<file path="src/rtl/pipeline_hazard_ctrl_if.sv">
// Control bundle between the 5-stage pipeline datapath and its hazard/sequencing controller.
interface pipeline_hazard_ctrl_if #(
    parameter int CNT_W = 16
);
    logic [4:0]       IFID_rs1;
    logic [4:0]       IFID_rs2;
    logic             IFID_use_rs1;
    logic             IFID_use_rs2;
    logic             IDEX_MemRead;
    logic [4:0]       IDEX_rd;
    logic             EXMEM_branch_taken;
    logic             EXMEM_mem_access;
    logic             mem_ready;

    logic             PC_Write;
    logic             IFID_Write;
    logic             IDEX_Write;
    logic             EXMEM_Write;
    logic             IFID_Flush;
    logic             IDEX_Flush;
    logic             EXMEM_Flush;
    logic             MEMWB_Bubble;
    logic             mem_timeout;
    logic [1:0]       state;
    logic [CNT_W-1:0] stall_count;
    logic [CNT_W-1:0] flush_count;

    modport master (
        output IFID_rs1, IFID_rs2, IFID_use_rs1, IFID_use_rs2, IDEX_MemRead, IDEX_rd,
               EXMEM_branch_taken, EXMEM_mem_access, mem_ready,
        input  PC_Write, IFID_Write, IDEX_Write, EXMEM_Write, IFID_Flush, IDEX_Flush,
               EXMEM_Flush, MEMWB_Bubble, mem_timeout, state, stall_count, flush_count
    );

    modport slave (
        input  IFID_rs1, IFID_rs2, IFID_use_rs1, IFID_use_rs2, IDEX_MemRead, IDEX_rd,
               EXMEM_branch_taken, EXMEM_mem_access, mem_ready,
        output PC_Write, IFID_Write, IDEX_Write, EXMEM_Write, IFID_Flush, IDEX_Flush,
               EXMEM_Flush, MEMWB_Bubble, mem_timeout, state, stall_count, flush_count
    );
endinterface

</file>
<file path="src/rtl/pipeline_hazard_ctrl.sv">
// Hazard controller: load-use stalls, taken-branch flushes, data-memory wait freezes with
// timeout detection, and saturating stall/flush event counters.
module pipeline_hazard_ctrl #(
    parameter int TIMEOUT = 16,
    parameter int CNT_W   = 16
) (
    input  logic                  clk,
    input  logic                  reset,
    pipeline_hazard_ctrl_if.slave hz
);
    typedef enum logic [1:0] {
        S_RUN  = 2'd0,
        S_WAIT = 2'd1,
        S_ERR  = 2'd2
    } state_t;

    localparam logic [CNT_W-1:0] WAIT_LAST = CNT_W'(TIMEOUT - 1);

    state_t           state, next_state;
    logic [CNT_W-1:0] wait_cnt;
    logic             mem_timeout;
    logic [CNT_W-1:0] stall_cnt;
    logic [CNT_W-1:0] flush_cnt;
    logic             freeze;
    logic             load_use;
    logic             do_stall;
    logic             do_flush;

    assign freeze   = hz.EXMEM_mem_access & ~hz.mem_ready;
    assign load_use = hz.IDEX_MemRead && (hz.IDEX_rd != 5'd0) &&
                      (((hz.IDEX_rd == hz.IFID_rs1) && hz.IFID_use_rs1) ||
                       ((hz.IDEX_rd == hz.IFID_rs2) && hz.IFID_use_rs2));

    always_ff @(posedge clk) begin
        if (reset) state <= S_RUN;
        else       state <= next_state;
    end

    // Priority chain: only the highest active condition shapes the control outputs.
    always_comb begin
        hz.PC_Write     = 1'b1;
        hz.IFID_Write   = 1'b1;
        hz.IDEX_Write   = 1'b1;
        hz.EXMEM_Write  = 1'b1;
        hz.IFID_Flush   = 1'b0;
        hz.IDEX_Flush   = 1'b0;
        hz.EXMEM_Flush  = 1'b0;
        hz.MEMWB_Bubble = 1'b0;
        do_stall        = 1'b0;
        do_flush        = 1'b0;
        next_state      = state;

        if (reset) begin
            hz.PC_Write     = 1'b0;
            hz.IFID_Write   = 1'b0;
            hz.IDEX_Write   = 1'b0;
            hz.EXMEM_Write  = 1'b0;
            hz.IFID_Flush   = 1'b1;
            hz.IDEX_Flush   = 1'b1;
            hz.EXMEM_Flush  = 1'b1;
            hz.MEMWB_Bubble = 1'b1;
        end else if (state == S_ERR || freeze) begin
            hz.PC_Write     = 1'b0;
            hz.IFID_Write   = 1'b0;
            hz.IDEX_Write   = 1'b0;
            hz.EXMEM_Write  = 1'b0;
            hz.MEMWB_Bubble = 1'b1;
            do_stall        = (state != S_ERR);
        end else if (hz.EXMEM_branch_taken) begin
            hz.IFID_Flush   = 1'b1;
            hz.IDEX_Flush   = 1'b1;
            hz.EXMEM_Flush  = 1'b1;
            do_flush        = 1'b1;
        end else if (load_use) begin
            hz.PC_Write     = 1'b0;
            hz.IFID_Write   = 1'b0;
            hz.IDEX_Flush   = 1'b1;
            do_stall        = 1'b1;
        end

        case (state)
            S_RUN:   if (freeze) next_state = S_WAIT;
            S_WAIT:  if (!freeze)                 next_state = S_RUN;
                     else if (wait_cnt == WAIT_LAST) next_state = S_ERR;
            S_ERR:   next_state = S_ERR;
            default: next_state = S_RUN;
        endcase
    end

    always_ff @(posedge clk) begin
        if (reset) begin
            wait_cnt    <= '0;
            mem_timeout <= 1'b0;
            stall_cnt   <= '0;
            flush_cnt   <= '0;
        end else begin
            if (state == S_RUN && next_state == S_WAIT)
                wait_cnt <= CNT_W'(1);
            else if (state == S_WAIT && next_state == S_WAIT)
                wait_cnt <= wait_cnt + CNT_W'(1);
            else if (state == S_WAIT)
                wait_cnt <= '0;

            if (state == S_WAIT && next_state == S_ERR)
                mem_timeout <= 1'b1;

            if (do_stall && stall_cnt != '1) stall_cnt <= stall_cnt + CNT_W'(1);
            if (do_flush && flush_cnt != '1) flush_cnt <= flush_cnt + CNT_W'(1);
        end
    end

    assign hz.state       = state;
    assign hz.mem_timeout = mem_timeout;
    assign hz.stall_count = stall_cnt;
    assign hz.flush_count = flush_cnt;
endmodule

</file>
<file path="src/flat_wrapper.sv">
// flat-port wrapper written by rule: the top's interface ports become plain ports
module pipeline_hazard_ctrl_flat 
#(
    parameter int TIMEOUT = 16,
    parameter int CNT_W   = 16
)
  (clk, reset, hz_IFID_rs1, hz_IFID_rs2, hz_IFID_use_rs1, hz_IFID_use_rs2, hz_IDEX_MemRead, hz_IDEX_rd, hz_EXMEM_branch_taken, hz_EXMEM_mem_access, hz_mem_ready, hz_PC_Write, hz_IFID_Write, hz_IDEX_Write, hz_EXMEM_Write, hz_IFID_Flush, hz_IDEX_Flush, hz_EXMEM_Flush, hz_MEMWB_Bubble, hz_mem_timeout, hz_state, hz_stall_count, hz_flush_count);
  pipeline_hazard_ctrl_if #(.CNT_W(CNT_W)) hz_i ();
  input  logic clk;
  input  logic reset;
  input wire logic [$bits(hz_i.IFID_rs1)-1:0] hz_IFID_rs1;
  input wire logic [$bits(hz_i.IFID_rs2)-1:0] hz_IFID_rs2;
  input wire logic [$bits(hz_i.IFID_use_rs1)-1:0] hz_IFID_use_rs1;
  input wire logic [$bits(hz_i.IFID_use_rs2)-1:0] hz_IFID_use_rs2;
  input wire logic [$bits(hz_i.IDEX_MemRead)-1:0] hz_IDEX_MemRead;
  input wire logic [$bits(hz_i.IDEX_rd)-1:0] hz_IDEX_rd;
  input wire logic [$bits(hz_i.EXMEM_branch_taken)-1:0] hz_EXMEM_branch_taken;
  input wire logic [$bits(hz_i.EXMEM_mem_access)-1:0] hz_EXMEM_mem_access;
  input wire logic [$bits(hz_i.mem_ready)-1:0] hz_mem_ready;
  output wire logic [$bits(hz_i.PC_Write)-1:0] hz_PC_Write;
  output wire logic [$bits(hz_i.IFID_Write)-1:0] hz_IFID_Write;
  output wire logic [$bits(hz_i.IDEX_Write)-1:0] hz_IDEX_Write;
  output wire logic [$bits(hz_i.EXMEM_Write)-1:0] hz_EXMEM_Write;
  output wire logic [$bits(hz_i.IFID_Flush)-1:0] hz_IFID_Flush;
  output wire logic [$bits(hz_i.IDEX_Flush)-1:0] hz_IDEX_Flush;
  output wire logic [$bits(hz_i.EXMEM_Flush)-1:0] hz_EXMEM_Flush;
  output wire logic [$bits(hz_i.MEMWB_Bubble)-1:0] hz_MEMWB_Bubble;
  output wire logic [$bits(hz_i.mem_timeout)-1:0] hz_mem_timeout;
  output wire logic [$bits(hz_i.state)-1:0] hz_state;
  output wire logic [$bits(hz_i.stall_count)-1:0] hz_stall_count;
  output wire logic [$bits(hz_i.flush_count)-1:0] hz_flush_count;
  assign hz_i.IFID_rs1 = hz_IFID_rs1;
  assign hz_i.IFID_rs2 = hz_IFID_rs2;
  assign hz_i.IFID_use_rs1 = hz_IFID_use_rs1;
  assign hz_i.IFID_use_rs2 = hz_IFID_use_rs2;
  assign hz_i.IDEX_MemRead = hz_IDEX_MemRead;
  assign hz_i.IDEX_rd = hz_IDEX_rd;
  assign hz_i.EXMEM_branch_taken = hz_EXMEM_branch_taken;
  assign hz_i.EXMEM_mem_access = hz_EXMEM_mem_access;
  assign hz_i.mem_ready = hz_mem_ready;
  assign hz_PC_Write = hz_i.PC_Write;
  assign hz_IFID_Write = hz_i.IFID_Write;
  assign hz_IDEX_Write = hz_i.IDEX_Write;
  assign hz_EXMEM_Write = hz_i.EXMEM_Write;
  assign hz_IFID_Flush = hz_i.IFID_Flush;
  assign hz_IDEX_Flush = hz_i.IDEX_Flush;
  assign hz_EXMEM_Flush = hz_i.EXMEM_Flush;
  assign hz_MEMWB_Bubble = hz_i.MEMWB_Bubble;
  assign hz_mem_timeout = hz_i.mem_timeout;
  assign hz_state = hz_i.state;
  assign hz_stall_count = hz_i.stall_count;
  assign hz_flush_count = hz_i.flush_count;
  pipeline_hazard_ctrl #(.TIMEOUT(TIMEOUT), .CNT_W(CNT_W)) u_core (.clk(clk), .reset(reset), .hz(hz_i));
endmodule
</file>
<file path="config.mk">
export PLATFORM = sky130hd
export DESIGN_NAME = pipeline_hazard_ctrl_flat
export DESIGN_NICKNAME = d
export VERILOG_FILES = /design/src/rtl/pipeline_hazard_ctrl_if.sv /design/src/rtl/pipeline_hazard_ctrl.sv /design/src/flat_wrapper.sv
export SDC_FILE = /design/constraint.sdc
export NUM_CORES = 1
export LEC_CHECK = 0
export CAP_MARGIN = 20
export CORE_MARGIN = 5
export CORE_UTILIZATION = 35
export CTS_BUF_LIST = sky130_fd_sc_hd__clkbuf_16
export DETAILED_ROUTE_END_ITERATION = 6
export PLACE_DENSITY = 0.71
export SYNTH_ARGS = -nofsm -noshare
export SYNTH_HDL_FRONTEND = slang
export SYNTH_SLANG_ARGS = --single-unit
</file>
<file path="constraint.sdc">
create_clock -name clk -period 4.8 [get_ports clk]
set_clock_uncertainty 0.15 [all_clocks]
set_input_delay 1.2 -clock clk [delete_from_list [all_inputs] [get_ports clk]]
set_output_delay 1.2 -clock clk [all_outputs]
set_load 0.1 [all_outputs]
</file>
==> results of run 1 <==
==> cells in the final DEF (no fill, tap or decap), types with 14 or more instances in the layout <==
master           instances
a21oi_1                 26
clkdlybuf4s50_1         57
o21ai_0                 14
dfxtp_1                 51
nand2_1                 26
xnor2_1                 21
or3_1                   14
nor2_1                  40
nand3_1                 18
==> layer usage <==
metal / GRT usage [%] / vias up / wire length [um]
met5: 0 / - / 0
met4: 3.26 / 0 / 57
met3: 5.45 / 5 / 582
met2: 22.0 / 81 / 3120
met1: 18.8 / 1254 / 3320
li1: - / 1343 / -
==> cell families after synthesis <==
kind of cell               Yosys count  share of synthesized area, %
and+or+nand+nor                    160                          32.4
adders and majority gates            3                          1.36
muxes                                4                          1.50
AOI/OAI and AO/OA                   73                          16.5
DFF                                 51                          37.0
buffers and inverters               21                          3.86
xor gates and xnor gates            23                          7.31
==> layout make-up <==
type	instances	area share [%]
Inverter	7	0.700
Tap cell	102	3.40
Clock inverter	3	1.23
Timing Repair Buffer	70	20.5
Multi-Input combinational cell	263	43.7
Sequential cell	51	27.2
Clock buffer	5	3.33
==> power breakdown <==
part           switching (mW)  leakage [nW]  internal [mW]
clock network           0.160        0.0804          0.248
registers             0.00401         0.411          0.426
logic                  0.0919         0.746         0.0549
total                   0.256          1.24          0.728
==> worst max-delay path, stage by stage <==
cell,delay (ps)
clkdlybuf4s50_1,490
or4_4,550
o21ai_2,220
nor2_1,120
a21oi_4,240
buf_12,200
==> cell usage after synthesis (2+ instances only) <==
master | n | area share (%)
xor2_1 | 2 | 0.64
nor4_4 | 2 | 1.5
nor4_1 | 8 | 1.8
xnor2_1 | 21 | 6.7
a311oi_1 | 5 | 1.6
or3_1 | 15 | 3.4
o21ai_1 | 8 | 1.5
o21ai_0 | 14 | 2.5
a22oi_1 | 2 | 0.54
nor3_1 | 8 | 1.5
buf_4 | 3 | 0.82
ha_1 | 3 | 1.4
buf_6 | 2 | 0.82
or4_1 | 5 | 1.4
and2_1 | 5 | 1.1
and3_1 | 4 | 0.91
nand4_2 | 2 | 0.91
mux2i_1 | 3 | 1.1
clkbuf_1 | 8 | 1.1
o31ai_1 | 4 | 1.1
dfxtp_1 | 51 | 37
inv_1 | 7 | 0.95
nor3b_1 | 2 | 0.54
nand4_1 | 8 | 1.8
nor2_1 | 40 | 5.4
and4_1 | 3 | 0.95
a21oi_1 | 27 | 4.9
nand3_1 | 18 | 3.3
nor2b_1 | 4 | 0.91
a31oi_1 | 4 | 0.91
nand2b_1 | 2 | 0.45
nand2_1 | 26 | 3.5
==> through the flow <==
stage | power [mW] | hold WS, ps | setup slack, ps | cells
after global placement | 0.585 | 331 | 452 | 493
after detailed placement | 0.586 | 332 | 438 | 493
after global routing | 1.02 | 360 | 347 | 501
after floorplan | 0.531 | 301 | 38.7 | 335
after CTS | 0.997 | 350 | 422 | 501
final | 0.984 | 345 | 426 | 501
==> sequential cells by signal (all words and copies together) (netlist names) <==
name / count
u_core.hz.flush_count: 16
u_core.hz.mem_timeout: 1
u_core.hz.stall_count: 16
u_core.hz.state: 2
u_core.wait_cnt: 16
==> worst max-delay path by stage <==
| stage | to | slack [ps] | cells past startpoint |
|---|---|---|---|
| 2_1_floorplan | hz_IDEX_Write | 40 | 5 |
| 3_3_place_gp | hz_IFID_Write | 450 | 6 |
| 3_5_place_dp | hz_IFID_Write | 440 | 6 |
| 4_1_cts | hz_IFID_Write | 420 | 6 |
| 5_1_grt | hz_IFID_Write | 350 | 6 |
| 6_report | hz_PC_Write | 430 | 6 |
==> impl_table.tex, run 1 <==
\begin{tabular}{lr}
\hline
Metric & Value \\
\hline
\multicolumn{2}{l}{\textbf{Critical path}} \\
WP data required & 3450 ps \\
WP data arrival & 3020 ps \\
Worst reg2reg endpoint & u\_core.hz.stall\_count[1] \\
Reg2reg path depth & 7 \\
Worst setup path startpoint & hz\_IDEX\_rd[3] \\
Peak fanout along the critical path & 3 \\
Setup slack of the most critical reg-to-reg path & 2370 ps \\
Kind of start point of the critical path & input pin \\
Class of the most critical setup path & input pin to primary output \\
Startpoint of the worst-slack reg-to-reg timing path & u\_core.hz.stall\_count[0] \\
Crit. End Element & primary output \\
\multicolumn{2}{l}{\textbf{Clocking}} \\
Post-cts hold buffer count & 0 \\
Clock Sinks & 51 \\
CTS clock-pin slew for the worst setup and hold paths & 60 ps \\
Inserted Clock Buffers & 5 \\
Clk Tree Root Cell & clkbuf\_16 \\
Max Root-Sink Buffers & 2 \\
Insertion delay of the later-clocked pin in the worst-skew pair & 290 ps \\
Clock tree from TritonCTS & built \\
CTS H-tree depth & 2 \\
CTS-repair resized insts & 0 \\
Post-CTS setup-driven buffer insertion count & 0 \\
\multicolumn{2}{l}{\textbf{Route}} \\
Number of antenna-violating nets in the routed design & 0 \\
Vias & 2,683 \\
Detailed Route WL & 7.08 mm \\
Number of vias per cell & 5.36 \\
Number of DRC violations after detailed-routing iteration 0 & 191 \\
Number of remaining DRC errors & 0 \\
Final routed wire length divided by cell count & 14.1 um \\
Number of optimization iterations in the first detailed-route pass & 4 \\
\multicolumn{2}{l}{\textbf{Global routing}} \\
First-pass GRT wire length & 11.7 mm \\
Overall routing resource usage & 14.2\% \\
Largest net degree at the start of global routing & 39 \\
Number of antenna violations at the first check in global routing & 0 \\
Total global routing overflow & 0 \\
Via count of the first global-routing pass & 2,520 \\
\multicolumn{2}{l}{\textbf{Synth}} \\
Post-Synthesis Mean Instance Area & 8.23 um2 \\
Post-synthesis cell area & 0.00276 mm2 \\
Number of synthesized register bits & 51 \\
Number of distinct library cell variants in the gate-level netlist after synthesis & 51 \\
Number of cells produced by synthesis & 335 \\
Number of synthesized flops with an enable pin & 0 \\
Most instantiated flip-flop cell in the synthesis netlist & dfxtp\_1 \\
Number of nets in the synthesized netlist & 361 \\
Fraction of the yosys area taken by sequential cells & 37.0\% \\
Number of synthesis warnings & 0 \\
Share of synthesized flip-flops with an asynchronous set or reset & 0\% \\
\multicolumn{2}{l}{\textbf{STA}} \\
Shortest period the worst path allows & 4370 ps \\
Rel. slew slack & 33.1\% \\
Hold Vio Cnt, Final & 0 \\
Number of max-slew violations in the final report & 0 \\
Fmax & 0.229 GHz \\
Setup violation total in the final timing report & 0 \\
Portion of the clock cycle consumed by the worst path in the final layout & 91.1\% \\
Setup TNS & 0 ps \\
Transition time at the pin with the least slew margin & 1000 ps \\
Unrepaired setup endpoints after global routing & no \\
\multicolumn{2}{l}{\textbf{Finish}} \\
Fraction of layout instances using a drive strength above 1 & 9.27\% \\
Combined flip-flop and latch cell area & 0.00102 mm2 \\
Filler instances & 736 \\
ANT cells & 0 \\
Final core utilization & 48.9\% \\
Layout net count & 424 \\
Final non-filler cell area & 0.00376 mm2 \\
Area of the multi-input gates & 0.00164 mm2 \\
Layout Area Growth over Synthesis & 36.3\% \\
\multicolumn{2}{l}{\textbf{Pwr}} \\
LEAKAGE & 1.24 nW \\
VDD IR max & 0.000119 V \\
Power density cells & 262 mW/mm2 \\
\multicolumn{2}{l}{\textbf{Min path}} \\
Path category of the worst min-delay check & flop to flop \\
Worst hold path startpoint & u\_core.hz.mem\_timeout \\
Hold Crit Depth & 2 \\
End point of the most critical hold path & u\_core.hz.mem\_timeout \\
\multicolumn{2}{l}{\textbf{Placement}} \\
DP Area & 0.00358 mm2 \\
Final GP Congestion & 0.944 \\
Half-perimeter wire length of the detailed placement result & 5.19 mm \\
Port-buffer cells & 65 \\
\multicolumn{2}{l}{\textbf{Floorplanning}} \\
\# rows & 32 \\
Initial core utilization & 35.9\% \\
Chip width & 98.7 um \\
Core footprint & 0.00769 mm2 \\
DIE HEIGHT & 98.7 um \\
Top-level I/O count & 66 \\
Floorplan die area & 0.00975 mm2 \\
\multicolumn{2}{l}{\textbf{Job}} \\
Number of maximum-capacitance constraint violations & 0 \\
\multicolumn{2}{l}{\textbf{Run status}} \\
Status & complete, no violations \\
\hline
\end{tabular}
No activity file was read; power rests on OpenSTA's default activity.
==> run 2, diff against run 1 <==
--- a/config.mk
+++ b/config.mk
@@ -9,6 +9,7 @@
 export CORE_MARGIN = 5
 export CORE_UTILIZATION = 35
 export CTS_BUF_LIST = sky130_fd_sc_hd__clkbuf_16
+export CTS_CLUSTER_SIZE = 25
 export DETAILED_ROUTE_END_ITERATION = 6
 export PLACE_DENSITY = 0.71
 export SYNTH_ARGS = -nofsm -noshare
==> results of run 2 <==
The final DEF is identical to that of run 1; final timing and power are the same.
==> run 3, diff against run 2 <==
--- a/config.mk
+++ b/config.mk
@@ -5,13 +5,12 @@
 export SDC_FILE = /design/constraint.sdc
 export NUM_CORES = 1
 export LEC_CHECK = 0
-export CAP_MARGIN = 20
 export CORE_MARGIN = 5
-export CORE_UTILIZATION = 35
+export CORE_UTILIZATION = 54
 export CTS_BUF_LIST = sky130_fd_sc_hd__clkbuf_16
-export CTS_CLUSTER_SIZE = 25
+export CTS_CLUSTER_SIZE = 14
 export DETAILED_ROUTE_END_ITERATION = 6
-export PLACE_DENSITY = 0.71
+export PLACE_DENSITY = 0.95
 export SYNTH_ARGS = -nofsm -noshare
 export SYNTH_HDL_FRONTEND = slang
 export SYNTH_SLANG_ARGS = --single-unit
==> run 3 against run 2 <==
  * Flip-flop and latch count unchanged
  * Largest cell class unchanged
  * Critical endpoint is now hz_IDEX_Flush
  * Critical path depth up 1
  * Clock-buffer cell count stayed put
==> impl_table.tex, run 3 (synthesis gave the netlist of run 1 again) <==
\begin{tabular}{lr}
\hline
Metric & Value \\
\hline
\multicolumn{2}{l}{\textbf{Floorplanning}} \\
\# rows & 26 (was 32) \\
Chip width & 81.4 um (was 98.7 um) \\
Initial core utilization & 54.7\% (was 35.9\%) \\
Floorplan die area & 0.00663 mm2 (was 0.00975 mm2) \\
Top-level I/O count & 66 (unchanged) \\
DIE HEIGHT & 81.4 um (was 98.7 um) \\
Core footprint & 0.00504 mm2 (was 0.00769 mm2) \\
\multicolumn{2}{l}{\textbf{Finish}} \\
Leading cell type in the layout, fill and taps excluded & clkdlybuf4s50\_1 (unchanged) \\
ANT cells & 0 (unchanged) \\
Commonest cells after routing, fill and taps aside & clkdlybuf4s50\_1, dfxtp\_1, nor2\_1 (unchanged) \\
Layout net count & 422 (was 424) \\
Combined flip-flop and latch cell area & 0.00102 mm2 (unchanged) \\
Layout Area Growth over Synthesis & 33.1\% (was 36.3\%) \\
Fraction of layout instances using a drive strength above 1 & 8.82\% (was 9.27\%) \\
Finished Layout Cells & 467 (was 501) \\
Filler instances & 367 (was 736) \\
Final non-filler cell area & 0.00367 mm2 (was 0.00376 mm2) \\
Area of the multi-input gates & 0.00164 mm2 (unchanged) \\
\multicolumn{2}{l}{\textbf{Global routing}} \\
Largest net degree at the start of global routing & 40 (was 39) \\
Number of antenna violations at the first check in global routing & 0 (unchanged) \\
Overall routing resource usage & 24.1\% (was 14.2\%) \\
Via count of the first global-routing pass & 2,805 (was 2,520) \\
Total global routing overflow & 0 (unchanged) \\
First-pass GRT wire length & 12.6 mm (was 11.7 mm) \\
\multicolumn{2}{l}{\textbf{Min path}} \\
Hold Crit Depth & 1 (was 2) \\
Worst hold path startpoint & u\_core.wait\_cnt[15] (was u\_core.hz.mem\_timeout) \\
Path category of the worst min-delay check & flop to flop (unchanged) \\
End point of the most critical hold path & u\_core.wait\_cnt[15] (was u\_core.hz.mem\_timeout) \\
\multicolumn{2}{l}{\textbf{Critical path}} \\
WP data required & 3450 ps (about the same) \\
Setup slack of the most critical reg-to-reg path & 1990 ps (was 2370 ps) \\
WP data arrival & 3080 ps (was 3020 ps) \\
Worst reg2reg endpoint & u\_core.wait\_cnt[10] (was u\_core.hz.stall\_count[1]) \\
Class of the most critical setup path & input pin to primary output (unchanged) \\
Crit. End Element & primary output (unchanged) \\
Peak fanout along the critical path & 8 (was 3) \\
Startpoint of the worst-slack reg-to-reg timing path & u\_core.hz.state[0] (was u\_core.hz.stall\_count[0]) \\
Reg2reg path depth & 5 (was 7) \\
Kind of start point of the critical path & input pin (unchanged) \\
\multicolumn{2}{l}{\textbf{Clocking}} \\
CTS-repair resized insts & 0 (unchanged) \\
Post-cts hold buffer count & 0 (unchanged) \\
Post-CTS setup-driven buffer insertion count & 0 (unchanged) \\
Clock tree from TritonCTS & built (unchanged) \\
Clock Sinks & 51 (unchanged) \\
Max Root-Sink Buffers & 2 (unchanged) \\
Clk Tree Root Cell & clkbuf\_16 (unchanged) \\
CTS clock-pin slew for the worst setup and hold paths & 70 ps (was 60 ps) \\
Insertion delay of the later-clocked pin in the worst-skew pair & 290 ps (about the same) \\
CTS H-tree depth & 2 (unchanged) \\
Inserted Clock Buffers & 5 (unchanged) \\
\multicolumn{2}{l}{\textbf{Route}} \\
Number of optimization iterations in the first detailed-route pass & 4 (unchanged) \\
Number of DRC violations after detailed-routing iteration 0 & 310 (was 191) \\
Number of remaining DRC errors & 0 (unchanged) \\
Final routed wire length divided by cell count & 16.0 um (was 14.1 um) \\
Number of antenna-violating nets in the routed design & 0 (unchanged) \\
Number of vias per cell & 5.95 (was 5.36) \\
Vias & 2,778 (was 2,683) \\
Detailed Route WL & 7.46 mm (was 7.08 mm) \\
\multicolumn{2}{l}{\textbf{Placement}} \\
Port-buffer cells & 65 (unchanged) \\
Placed cells & 459 (was 493) \\
Half-perimeter wire length of the detailed placement result & 5.32 mm (was 5.19 mm) \\
Worst slack after detailed placement & 384 ps (was 438 ps) \\
DP Area & 0.00353 mm2 (was 0.00358 mm2) \\
Final GP Congestion & 0.896 (was 0.944) \\
\multicolumn{2}{l}{\textbf{STA}} \\
Hold Vio Cnt, Final & 0 (unchanged) \\
Setup violation total in the final timing report & 0 (unchanged) \\
Number of max-slew violations in the final report & 0 (unchanged) \\
Final hold slack & 361 ps (was 345 ps) \\
Setup slack after layout & 372 ps (was 426 ps) \\
Portion of the clock cycle consumed by the worst path in the final layout & 92.2\% (was 91.1\%) \\
Shortest period the worst path allows & 4430 ps (was 4370 ps) \\
Unrepaired setup endpoints after global routing & no (unchanged) \\
Setup TNS & 0 ps (unchanged) \\
Fmax & 0.226 GHz (was 0.229 GHz) \\
Rel. slew slack & 31.7\% (was 33.1\%) \\
Transition time at the pin with the least slew margin & 1020 ps (was 1000 ps) \\
\multicolumn{2}{l}{\textbf{Pwr}} \\
Power density cells & 251 mW/mm2 (was 262 mW/mm2) \\
VDD IR max & 0.000167 V (was 0.000119 V) \\
LEAKAGE & 1.22 nW (was 1.24 nW) \\
\multicolumn{2}{l}{\textbf{Job}} \\
Number of maximum-capacitance constraint violations & 0 (unchanged) \\
\multicolumn{2}{l}{\textbf{Run status}} \\
Status & complete, no violations (unchanged) \\
\hline
\end{tabular}
==> run 3: where the power goes <==
| part | total (mW) | leakage, nW | internal (mW) | switching (mW) |
|---|---|---|---|---|
| clock network | 0.346 | 0.0733 | 0.191 | 0.155 |
| logic | 0.145 | 0.736 | 0.0541 | 0.0910 |
| registers | 0.430 | 0.411 | 0.426 | 0.00423 |
| total | 0.921 | 1.22 | 0.670 | 0.250 |
==> run 3: layout make-up <==
cell class / instances / share of cell area [%]
multi-input cells: 263 / 44.7
flip-flops and latches: 51 / 27.8
repair buffers: 68 / 20.5
clock buffers: 5 / 3.41
well taps: 70 / 2.39
inverters: 7 / 0.716
clock inverters: 3 / 0.409
==> run 3: routing by layer <==
layer	global-route usage (%)	wire length, um	share of wire (%)	vias to the layer above
met5	0	0	0	-
met4	8.61	147	2.0	0
met3	6.58	550	7.4	18
met2	42.8	3710	50	107
met1	27.5	3050	41	1303
li1	-	-	-	1350
==> run 3: worst max-delay path by stage <==
stage                         from            end  cells after the start
3_5_place_dp   hz_EXMEM_mem_access  hz_IDEX_Flush                      7
3_3_place_gp   hz_EXMEM_mem_access  hz_IDEX_Flush                      7
4_1_cts        hz_EXMEM_mem_access  hz_IDEX_Flush                      7
2_1_floorplan  hz_EXMEM_mem_access  hz_IDEX_Write                      5
5_1_grt        hz_EXMEM_mem_access  hz_IDEX_Flush                      7
6_report       hz_EXMEM_mem_access  hz_IDEX_Flush                      7
==> run 3: metrics by stage <==
stage	total power, mW	utilization [%]
after global placement	0.582	70.0
after CTS	0.922	72.8
final	0.921	72.8
after floorplan	0.531	-
after detailed placement	0.585	70.0
after global routing	0.948	72.8
==> run 3: critical path, stage by stage <==
cell and delay, ps:
clkdlybuf4s50_1 470, nor2b_1 570, nor2_1 140, nand2_1 100, nand2_1 180, a21o_1 240, buf_12 170
